`src/rtl/lpif_tx_packer_if.sv`:
```
// ============================================================================
//  Module      : lpif_tx_packer_if
//  Description : Link-layer word input, LPIF beat output and error pulse
//                bundled for the TX packer.
//  Revision    : 1.0 - initial release
// ============================================================================
`default_nettype none

interface lpif_tx_packer_if;
  // Link-layer word side
  logic         in_valid;
  logic         in_ready;
  logic [31:0]  in_data;
  logic         in_sop;
  logic         in_eop;
  logic         in_type;
  logic [2:0]   in_bytes;
  // LPIF beat side
  logic [511:0] lp_data;
  logic [63:0]  lp_valid;
  logic [63:0]  lp_tlpstart;
  logic [63:0]  lp_tlpend;
  logic [63:0]  lp_dlpstart;
  logic [63:0]  lp_dlpend;
  logic         lp_irdy;
  logic         pl_trdy;
  logic         err_pulse;

  // Word source / beat sink (link layer and TX-control side)
  modport master (
    output in_valid, in_data, in_sop, in_eop, in_type, in_bytes, pl_trdy,
    input  in_ready, lp_data, lp_valid, lp_tlpstart, lp_tlpend,
           lp_dlpstart, lp_dlpend, lp_irdy, err_pulse
  );

  // Packer
  modport slave (
    input  in_valid, in_data, in_sop, in_eop, in_type, in_bytes, pl_trdy,
    output in_ready, lp_data, lp_valid, lp_tlpstart, lp_tlpend,
           lp_dlpstart, lp_dlpend, lp_irdy, err_pulse
  );
endinterface

`default_nettype wire

```
`src/rtl/lpif_tx_packer.sv`:
```
// ============================================================================
//  Module      : lpif_tx_packer
//  Description : Packs 32-bit link-layer words into 512-bit LPIF beats of
//                sixteen 4-byte slots with per-byte valid and framing marks.
//                Partial beats are flushed after IDLE_FLUSH idle cycles.
//  Revision    : 1.0 - initial release
// ============================================================================
`default_nettype none

module lpif_tx_packer #(
  parameter int unsigned IDLE_FLUSH = 4
) (
  input  wire logic        pclk,
  input  wire logic        reset_n,
  lpif_tx_packer_if.slave  bus
);

  localparam logic [3:0] c_LAST_SLOT = 4'd15;
  localparam logic [7:0] c_FLUSH_AT  = 8'(IDLE_FLUSH - 1);

  // Accumulator (beat being built, or a completed beat waiting for the output)
  logic [511:0] acc_data_q,  acc_data_d;
  logic [63:0]  acc_valid_q, acc_valid_d;
  logic [63:0]  acc_ts_q,    acc_ts_d;
  logic [63:0]  acc_te_q,    acc_te_d;
  logic [63:0]  acc_ds_q,    acc_ds_d;
  logic [63:0]  acc_de_q,    acc_de_d;
  logic [3:0]   slot_q,      slot_d;
  logic [7:0]   idle_q,      idle_d;
  logic         done_q,      done_d;
  logic         pkt_q;
  logic         type_q;
  logic         in_ready_q;
  logic         err_q;

  // Output beat register
  logic [511:0] lp_data_q;
  logic [63:0]  lp_valid_q;
  logic [63:0]  lp_ts_q;
  logic [63:0]  lp_te_q;
  logic [63:0]  lp_ds_q;
  logic [63:0]  lp_de_q;
  logic         lp_irdy_q;

  // Word decode and merge results
  logic         w_accept;
  logic         w_viol;
  logic         w_good;
  logic         w_type;
  logic [1:0]   w_end_idx;
  logic [31:0]  w_slot_data;
  logic [3:0]   w_slot_valid;
  logic [3:0]   w_slot_start;
  logic [3:0]   w_slot_end;
  logic [511:0] w_m_data;
  logic [63:0]  w_m_valid;
  logic [63:0]  w_m_ts;
  logic [63:0]  w_m_te;
  logic [63:0]  w_m_ds;
  logic [63:0]  w_m_de;
  logic         w_nonempty;
  logic         w_full_word;
  logic         w_flush;
  logic         w_complete;
  logic         w_xfer;
  logic         w_load;

  // Word classification: dropped words still count as accepted (reset idle)
  assign w_accept  = bus.in_valid && in_ready_q;
  assign w_viol    = (bus.in_sop && pkt_q) || (!bus.in_sop && !pkt_q) ||
                     (!bus.in_eop && (bus.in_bytes != 3'd4));
  assign w_good    = w_accept && !w_viol;
  // The end mark uses the type latched at sop unless this word is its own sop
  assign w_type    = bus.in_sop ? bus.in_type : type_q;
  assign w_end_idx = bus.in_bytes[1:0] - 2'd1;

  assign w_nonempty  = (slot_q != 4'd0) && !done_q;
  assign w_full_word = w_good && (slot_q == c_LAST_SLOT);
  assign w_flush     = !w_accept && w_nonempty && (idle_q == c_FLUSH_AT);
  assign w_complete  = done_q || w_full_word || w_flush;
  assign w_xfer      = lp_irdy_q && !bus.pl_trdy;
  assign w_load      = w_complete && (!lp_irdy_q || w_xfer);

  // Build the slot image of the incoming word and merge it into the beat
  always_comb begin
    w_slot_data  = '0;
    w_slot_valid = '0;
    for (int j = 0; j < 4; j++) begin
      w_slot_valid[j]       = (3'(j) < bus.in_bytes);
      w_slot_data[8*j +: 8] = w_slot_valid[j] ? bus.in_data[8*j +: 8] : 8'h00;
    end
    w_slot_start = {3'b000, bus.in_sop};
    w_slot_end   = bus.in_eop ? (4'b0001 << w_end_idx) : 4'b0000;

    w_m_data  = acc_data_q;
    w_m_valid = acc_valid_q;
    w_m_ts    = acc_ts_q;
    w_m_te    = acc_te_q;
    w_m_ds    = acc_ds_q;
    w_m_de    = acc_de_q;
    if (w_good) begin
      w_m_data[{slot_q, 5'd0} +: 32] = w_slot_data;
      w_m_valid[{slot_q, 2'd0} +: 4] = w_slot_valid;
      w_m_ts[{slot_q, 2'd0} +: 4]    = w_type ? 4'b0000 : w_slot_start;
      w_m_te[{slot_q, 2'd0} +: 4]    = w_type ? 4'b0000 : w_slot_end;
      w_m_ds[{slot_q, 2'd0} +: 4]    = w_type ? w_slot_start : 4'b0000;
      w_m_de[{slot_q, 2'd0} +: 4]    = w_type ? w_slot_end : 4'b0000;
    end
  end

  // Next accumulator state: clear when the beat moves out, park it otherwise
  always_comb begin
    acc_data_d  = w_m_data;
    acc_valid_d = w_m_valid;
    acc_ts_d    = w_m_ts;
    acc_te_d    = w_m_te;
    acc_ds_d    = w_m_ds;
    acc_de_d    = w_m_de;
    slot_d      = slot_q;
    idle_d      = idle_q;
    done_d      = done_q;
    if (w_complete) begin
      slot_d = 4'd0;
      idle_d = 8'd0;
      if (w_load) begin
        acc_data_d  = '0;
        acc_valid_d = '0;
        acc_ts_d    = '0;
        acc_te_d    = '0;
        acc_ds_d    = '0;
        acc_de_d    = '0;
        done_d      = 1'b0;
      end else begin
        done_d = 1'b1;
      end
    end else begin
      if (w_good) begin
        slot_d = slot_q + 4'd1;
      end
      if (w_accept || !w_nonempty) begin
        idle_d = 8'd0;
      end else begin
        idle_d = idle_q + 8'd1;
      end
    end
  end

  // Accumulator, slot pointer, idle counter, packet tracking and handshake
  always_ff @(posedge pclk or negedge reset_n) begin
    if (!reset_n) begin
      acc_data_q  <= '0;
      acc_valid_q <= '0;
      acc_ts_q    <= '0;
      acc_te_q    <= '0;
      acc_ds_q    <= '0;
      acc_de_q    <= '0;
      slot_q      <= '0;
      idle_q      <= '0;
      done_q      <= 1'b0;
      pkt_q       <= 1'b0;
      type_q      <= 1'b0;
      in_ready_q  <= 1'b0;
      err_q       <= 1'b0;
    end else begin
      acc_data_q  <= acc_data_d;
      acc_valid_q <= acc_valid_d;
      acc_ts_q    <= acc_ts_d;
      acc_te_q    <= acc_te_d;
      acc_ds_q    <= acc_ds_d;
      acc_de_q    <= acc_de_d;
      slot_q      <= slot_d;
      idle_q      <= idle_d;
      done_q      <= done_d;
      in_ready_q  <= !done_d;
      err_q       <= w_accept && w_viol;
      if (w_good) begin
        if (bus.in_eop) begin
          pkt_q <= 1'b0;
        end else if (bus.in_sop) begin
          pkt_q <= 1'b1;
        end
        if (bus.in_sop) begin
          type_q <= bus.in_type;
        end
      end
    end
  end

  // Output beat register: loads a completed beat when free, holds under pl_trdy
  always_ff @(posedge pclk or negedge reset_n) begin
    if (!reset_n) begin
      lp_data_q  <= '0;
      lp_valid_q <= '0;
      lp_ts_q    <= '0;
      lp_te_q    <= '0;
      lp_ds_q    <= '0;
      lp_de_q    <= '0;
      lp_irdy_q  <= 1'b0;
    end else if (w_load) begin
      lp_data_q  <= w_m_data;
      lp_valid_q <= w_m_valid;
      lp_ts_q    <= w_m_ts;
      lp_te_q    <= w_m_te;
      lp_ds_q    <= w_m_ds;
      lp_de_q    <= w_m_de;
      lp_irdy_q  <= 1'b1;
    end else if (w_xfer) begin
      lp_irdy_q  <= 1'b0;
    end
  end

  assign bus.in_ready    = in_ready_q;
  assign bus.err_pulse   = err_q;
  assign bus.lp_data     = lp_data_q;
  assign bus.lp_valid    = lp_valid_q;
  assign bus.lp_tlpstart = lp_ts_q;
  assign bus.lp_tlpend   = lp_te_q;
  assign bus.lp_dlpstart = lp_ds_q;
  assign bus.lp_dlpend   = lp_de_q;
  assign bus.lp_irdy     = lp_irdy_q;

endmodule

`default_nettype wire

```
`src/flat_wrapper.sv`:
```
// flat-port wrapper written by rule: the top's interface ports become plain ports
module lpif_tx_packer_flat 
#(
  parameter int unsigned IDLE_FLUSH = 4
)
  (pclk, reset_n, bus_in_valid, bus_in_data, bus_in_sop, bus_in_eop, bus_in_type, bus_in_bytes, bus_pl_trdy, bus_in_ready, bus_lp_data, bus_lp_valid, bus_lp_tlpstart, bus_lp_tlpend, bus_lp_dlpstart, bus_lp_dlpend, bus_lp_irdy, bus_err_pulse);
  lpif_tx_packer_if bus_i ();
  input  wire logic pclk;
  input  wire logic reset_n;
  input wire logic [$bits(bus_i.in_valid)-1:0] bus_in_valid;
  input wire logic [$bits(bus_i.in_data)-1:0] bus_in_data;
  input wire logic [$bits(bus_i.in_sop)-1:0] bus_in_sop;
  input wire logic [$bits(bus_i.in_eop)-1:0] bus_in_eop;
  input wire logic [$bits(bus_i.in_type)-1:0] bus_in_type;
  input wire logic [$bits(bus_i.in_bytes)-1:0] bus_in_bytes;
  input wire logic [$bits(bus_i.pl_trdy)-1:0] bus_pl_trdy;
  output wire logic [$bits(bus_i.in_ready)-1:0] bus_in_ready;
  output wire logic [$bits(bus_i.lp_data)-1:0] bus_lp_data;
  output wire logic [$bits(bus_i.lp_valid)-1:0] bus_lp_valid;
  output wire logic [$bits(bus_i.lp_tlpstart)-1:0] bus_lp_tlpstart;
  output wire logic [$bits(bus_i.lp_tlpend)-1:0] bus_lp_tlpend;
  output wire logic [$bits(bus_i.lp_dlpstart)-1:0] bus_lp_dlpstart;
  output wire logic [$bits(bus_i.lp_dlpend)-1:0] bus_lp_dlpend;
  output wire logic [$bits(bus_i.lp_irdy)-1:0] bus_lp_irdy;
  output wire logic [$bits(bus_i.err_pulse)-1:0] bus_err_pulse;
  assign bus_i.in_valid = bus_in_valid;
  assign bus_i.in_data = bus_in_data;
  assign bus_i.in_sop = bus_in_sop;
  assign bus_i.in_eop = bus_in_eop;
  assign bus_i.in_type = bus_in_type;
  assign bus_i.in_bytes = bus_in_bytes;
  assign bus_i.pl_trdy = bus_pl_trdy;
  assign bus_in_ready = bus_i.in_ready;
  assign bus_lp_data = bus_i.lp_data;
  assign bus_lp_valid = bus_i.lp_valid;
  assign bus_lp_tlpstart = bus_i.lp_tlpstart;
  assign bus_lp_tlpend = bus_i.lp_tlpend;
  assign bus_lp_dlpstart = bus_i.lp_dlpstart;
  assign bus_lp_dlpend = bus_i.lp_dlpend;
  assign bus_lp_irdy = bus_i.lp_irdy;
  assign bus_err_pulse = bus_i.err_pulse;
  lpif_tx_packer #(.IDLE_FLUSH(IDLE_FLUSH)) u_core (.pclk(pclk), .reset_n(reset_n), .bus(bus_i));
endmodule
```
`config.mk`:
```
export PLATFORM = sky130hd
export DESIGN_NAME = lpif_tx_packer_flat
export DESIGN_NICKNAME = d
export VERILOG_FILES = /design/src/rtl/lpif_tx_packer_if.sv /design/src/rtl/lpif_tx_packer.sv /design/src/flat_wrapper.sv
export SDC_FILE = /design/constraint.sdc
export NUM_CORES = 2
export LEC_CHECK = 0
export CAP_MARGIN = 15
export CORE_MARGIN = 4
export CORE_UTILIZATION = 55
export DETAILED_ROUTE_END_ITERATION = 6
export HOLD_SLACK_MARGIN = 0.05
export PLACE_DENSITY = 0.8
export SLEW_MARGIN = 25
export SYNTH_ARGS = -nofsm -noshare
export SYNTH_HDL_FRONTEND = slang
export SYNTH_SLANG_ARGS = --single-unit
```
`constraint.sdc`:
```
create_clock -name pclk -period 3.8 [get_ports pclk]
set_input_delay 0.95 -clock pclk [delete_from_list [all_inputs] [get_ports pclk]]
set_output_delay 0.95 -clock pclk [all_outputs]
set_load 0.01 [all_outputs]
```
# Yosys cells after proc, flatten, opt, wreduce, memory -nomap -nowiden
# Cells that the tools add are included.
# totals
regBits,1682
out_inout_bits,835
elab_cells,118
# classes
shift,9
n_mux,44
n_reduce_logical,33
magnitude_cmp,4
add_sub_neg,5
n_eq_ne,3
# op_table
cell,count
$mux 512,3
$mux 64,15
$bwmux 512,1
$shift 32x11->512 const A,1
$shiftx 32x11->512,1
$bwmux 64,5
$shiftx 4x8->64,5
$shift 4x8->64 const A,1
$mux 8,6
$mux 4,5
$logic_and 1x1->1,12
$neg 9->11,1
$logic_not 1->1,10
$mux 1,9
$add 8x1->8 const B,1
$eq 8x2->1 const B,1
$neg 6->8,1
$logic_or 1x1->1,6
$lt 1x3->1 const A,2
$lt 2x3->1 const A,2
$reduce_bool 2->1,3
$add 4x1->4 const B,1
$eq 4x4->1 const B,1
$reduce_bool 4->1,1
4 further kinds,4

# Depth between registers and ports, before layout
# depth
ltp_word,13
mapped_depth,12
ltp_nobuf,7

# Worst setup path after synthesis
# Ideal clock, no wire load.
# synth_path
path_type,in2reg
startpoint,in bus_in_bytes[1]
endpoint,"reg u_core.lp_valid_q[38], in the netlist u_core.bus.lp_valid[38]"
cell_stages,8
slack_ns,0.768
arrival_ns,2.907
setup_ns,0.125
path_buffers,3
cell_sequence,buf_2 -> nor3b_2 -> o211ai_1 -> clkbuf_1 -> nor2_1 -> buf_2 -> mux2_2 -> mux2_2
# synth_between
elab_chain_len,9
word_cells_on_any_way,16
classes_between,order compare (4); eq/ne (1); shift (1); mux (2); reduce/logical (8)
# synth_rtl
item,line_no,rtl
"start, declared",flat_wrapper.sv:15,input wire logic [$bits(bus_i.in_bytes)-1:0] bus_in_bytes;
branches (longest 9 deep; another with $lt 1x3->1),--,
"end signal, assigned",lpif_tx_packer.sv:201,lp_valid_q <= w_m_valid;
"end, declared",lpif_tx_packer.sv:38,logic [63:0] lp_valid_q;
# Several ways; the timed one is not identified.
# A chain may end at the register's enable or synchronous reset.

# Worst setup path after layout
# layout_path
startpoint,reg u_core.slot_q[0]
endpoint,"reg u_core.lp_te_q[14], in the netlist u_core.bus.lp_tlpend[14]"
# layout_between
elab_chain_len,6
word_cells_on_any_way,14
classes_between,add/sub (1); eq/ne (1); shift (2); mux (2); reduce/logical (8)
# layout_rtl
item,line_no,rtl
"start, declared",lpif_tx_packer.sv:28,"logic [3:0] slot_q, slot_d;"
"start signal, assigned",lpif_tx_packer.sv:171,slot_q <= slot_d;
branches (longest 6 deep; another with $neg 6->8),--,
"end signal, assigned",lpif_tx_packer.sv:203,lp_te_q <= w_m_te;
"end, declared",lpif_tx_packer.sv:40,logic [63:0] lp_te_q;
# Several ways; the timed one is not identified.

==> flow_metrics.env <==
export IMPL_fin_crit_sh=0.8748
export IMPL_area_growth_pct=27.34
export IMPL_relSlewSlack=0.3079
export IMPL_reg2reg_to="u_core.bus.lp_tlpend[14]$_DFFE_PN0P_"
export IMPL_boundaryPins=877
export IMPL_root_buffer="clkbuf_16"
export IMPL_syn_instance_count=5909
export IMPL_wl_per_cell_microns=27.06
export IMPL_grt_pass1_vias=53030
export IMPL_drtIter0Drc=5982
export IMPL_synth_ff_type="dfrtp_1"
export IMPL_post_route_util=0.7043
export IMPL_hpwl_mm=149.9
export IMPL_initial_core_util=0.5531
export IMPL_synth_area_sq_um=65220
export IMPL_cp_num_cells=9
export IMPL_finalSetupViolCount=0
export IMPL_rrSetupSlack_ns=0.48
export IMPL_path_clk_slew_ns=0.06
export IMPL_layout_drive_gt1_share=0.09484
export IMPL_p_per_area_nw_per_um2=816.1
export IMPL_firstDrtPassIters=5
export IMPL_status="finished clean"
export IMPL_synth_distinct_cells=48
export IMPL_crit_chain="inv_1 -> ha_1 -> xnor2_1 -> nand2_2 -> nor3_2 -> buf_12 -> buf_12 -> mux2i_1 -> a21oi_1"
export IMPL_period_needed_ns=3.324
export IMPL_grt_overflow_total=0
export IMPL_drt_total_wl_mm=227.3
export IMPL_vias_per_cell=6.203
export IMPL_cts_resized=0
export IMPL_hold_viol=0
export IMPL_crit_type="flip-flop to flip-flop"
export IMPL_reg2regPathDepth=9
export IMPL_ant_nets=0
export IMPL_critical_path_startpoint="u_core.slot_q[0]$_DFFE_PN0P_"
export IMPL_core_sq_um=117900
export IMPL_crit_fanout=13
export IMPL_crit_arrival_ns=3.97
export IMPL_crit_top_cell="buf_12"
export IMPL_synth_nets=5954
export IMPL_grt_max_degree=165
export IMPL_hold_path_class="input pin to asynchronous set/reset pin"
export IMPL_finalWorstSetupSlack_ns=0.4758
export IMPL_synth_top_area_share=0.6454
export IMPL_end_kind="flip-flop"
export IMPL_yosysWarnings=0
export IMPL_cp_start_kind="flip-flop"
export IMPL_rows=126
export IMPL_routed_via_count=52090
export IMPL_seq_area_frac_synth=0.6454
export IMPL_power_leakage_nw=40.67
export IMPL_gp_congestion=0.8890
export IMPL_worst_clock_skew_ns=0.03178
export IMPL_required_ns=4.45
export IMPL_hold_buffers=0
export IMPL_cts_tree="built"
export IMPL_drcViolationCount=0
export IMPL_use_met1=0.4573
export IMPL_met2_usage=0.5383
export IMPL_die_w_microns=352.4
export IMPL_cp_top_family="simple AND/OR/NAND/NOR gates"
export IMPL_drv_cap=0
export IMPL_yosysMostFrequentCell="dfrtp_1"
export IMPL_synth_seq_cells=1682
export IMPL_synth_top_cell_by_area="dfrtp_1"
export IMPL_avgSynthCellArea_sq_um=11.04
export IMPL_slew_violations=0
export IMPL_final_net_count=6768
export IMPL_chipHeight_microns=352.4
export IMPL_max_stage_delay_ns=0.56
export IMPL_clockBufferDepth=3
export IMPL_grt_busiest_layer="met2"
export IMPL_crit_path_top_delay_cell="xnor2_1"
export IMPL_io_buffers=876
export IMPL_synth_area_leaders="dfrtp_1, a21oi_1, mux2i_1"
export IMPL_grt_pass1_wl_mm=338.1
export IMPL_clock_sinks=1682
export IMPL_peakVddDrop_uv=558.5
export IMPL_setup_tns_ns=0
export IMPL_cts_made_buffers=164
export IMPL_cts_htree_levels=4
export IMPL_async_reset_ff_frac=1.000
export IMPL_grtUsageTotal=0.3591
export IMPL_synth_edf_count=0
export IMPL_postCtsSetupRepairBufs=0
export IMPL_fmax_mhz=300.8
export IMPL_gr_usage_met3=0.09841
export IMPL_timing_rr_start="u_core.slot_q[0]$_DFFE_PN0P_"
export IMPL_synth_common_cells="dfrtp_1, a21oi_1, nor2_1, mux2i_1, clkbuf_1"
export IMPL_worstMarginPinSlew_ns=1.038
export IMPL_antenna_found_initial=13
export IMPL_clock_latency_ns=0.79
export IMPL_power_mw=67.78
export IMPL_cp_num_buf_inv=3
export IMPL_rsz0062_at_grt="false"
export IMPL_pre_cts_ws_ns=-0.06330
export IMPL_die_area_sq_um=124200
cell usage in the layout (no fill, tap or decap), drive strengths merged, types with 5 or more instances in the layout:
master         instances
clkbuf               232
bufinv                20
nand2                 55
nand3                  9
buf                  312
or3                    8
mux2i                581
nand2b                 5
diode                  8
and2                  56
o21ai                 95
inv                  136
clkdlybuf4s50        874
nand4                 87
xor2                   5
nor2                 861
and3                  88
mux2                  39
a21oi               1555
dfrtp               1682
nor3                  74
clkinv                33
xnor2                  6
layout make-up:
type	count	area, sq um
Sequential cell	1682	42090
Fill cell	7853	34870
Multi-Input combinational cell	3561	20490
Timing Repair Buffer	1186	12360
Clock buffer	232	4690
Tap cell	1536	1922
Clock inverter	65	994.7
Inverter	128	480.5
Antenna cell	8	20.02
kinds of logic after synthesis:
kind of cell | synth area share
DFF | 0.6454
adders and majority gates | 0.0005756
xor gates and xnor gates | 0.001592
AOI/OAI and AO/OA | 0.1283
and+or+nand+nor | 0.08520
muxes | 0.09590
buffers and inverters | 0.04309
power by group:
part	switching (mW)	internal [mW]
logic	11.2	10.6
clock network	7.13	10.0
registers	4.88	23.9
total	23.2	44.6
through the flow:
step                      hold WS, ns  area, sq um  std cells
after detailed placement       0.4819        77350       8093
after global placement         0.4756        77330       8092
after CTS                      0.1185        83030       8390
final                         0.06273        83050       8398
after floorplan                0.4473        65220       5909
after global routing           0.1229        83040       8393
worst max-delay path by stage:
| stage | endpoint | slack, ns |
|---|---|---|
| 3_3_place_gp | u_core.bus.lp_valid[12]$_DFFE_PN0P_ | 0.01 |
| 3_5_place_dp | u_core.bus.lp_valid[12]$_DFFE_PN0P_ | -0.06 |
| 6_report | u_core.bus.lp_tlpend[14]$_DFFE_PN0P_ | 0.48 |
| 4_1_cts | u_core.bus.lp_tlpend[14]$_DFFE_PN0P_ | 0.52 |
| 2_1_floorplan | u_core.bus.lp_valid[38]$_DFFE_PN0P_ | 0.77 |
| 5_1_grt | u_core.bus.lp_tlpend[14]$_DFFE_PN0P_ | 0.29 |
routing by layer:
layer / wire length (microns) / share of wire
met4: 18630 / 0.082
met2: 102700 / 0.45
met3: 23400 / 0.10
met5: 47 / 0.00021
met1: 82480 / 0.36
Note: power is estimated with default switching activity, not from simulation.
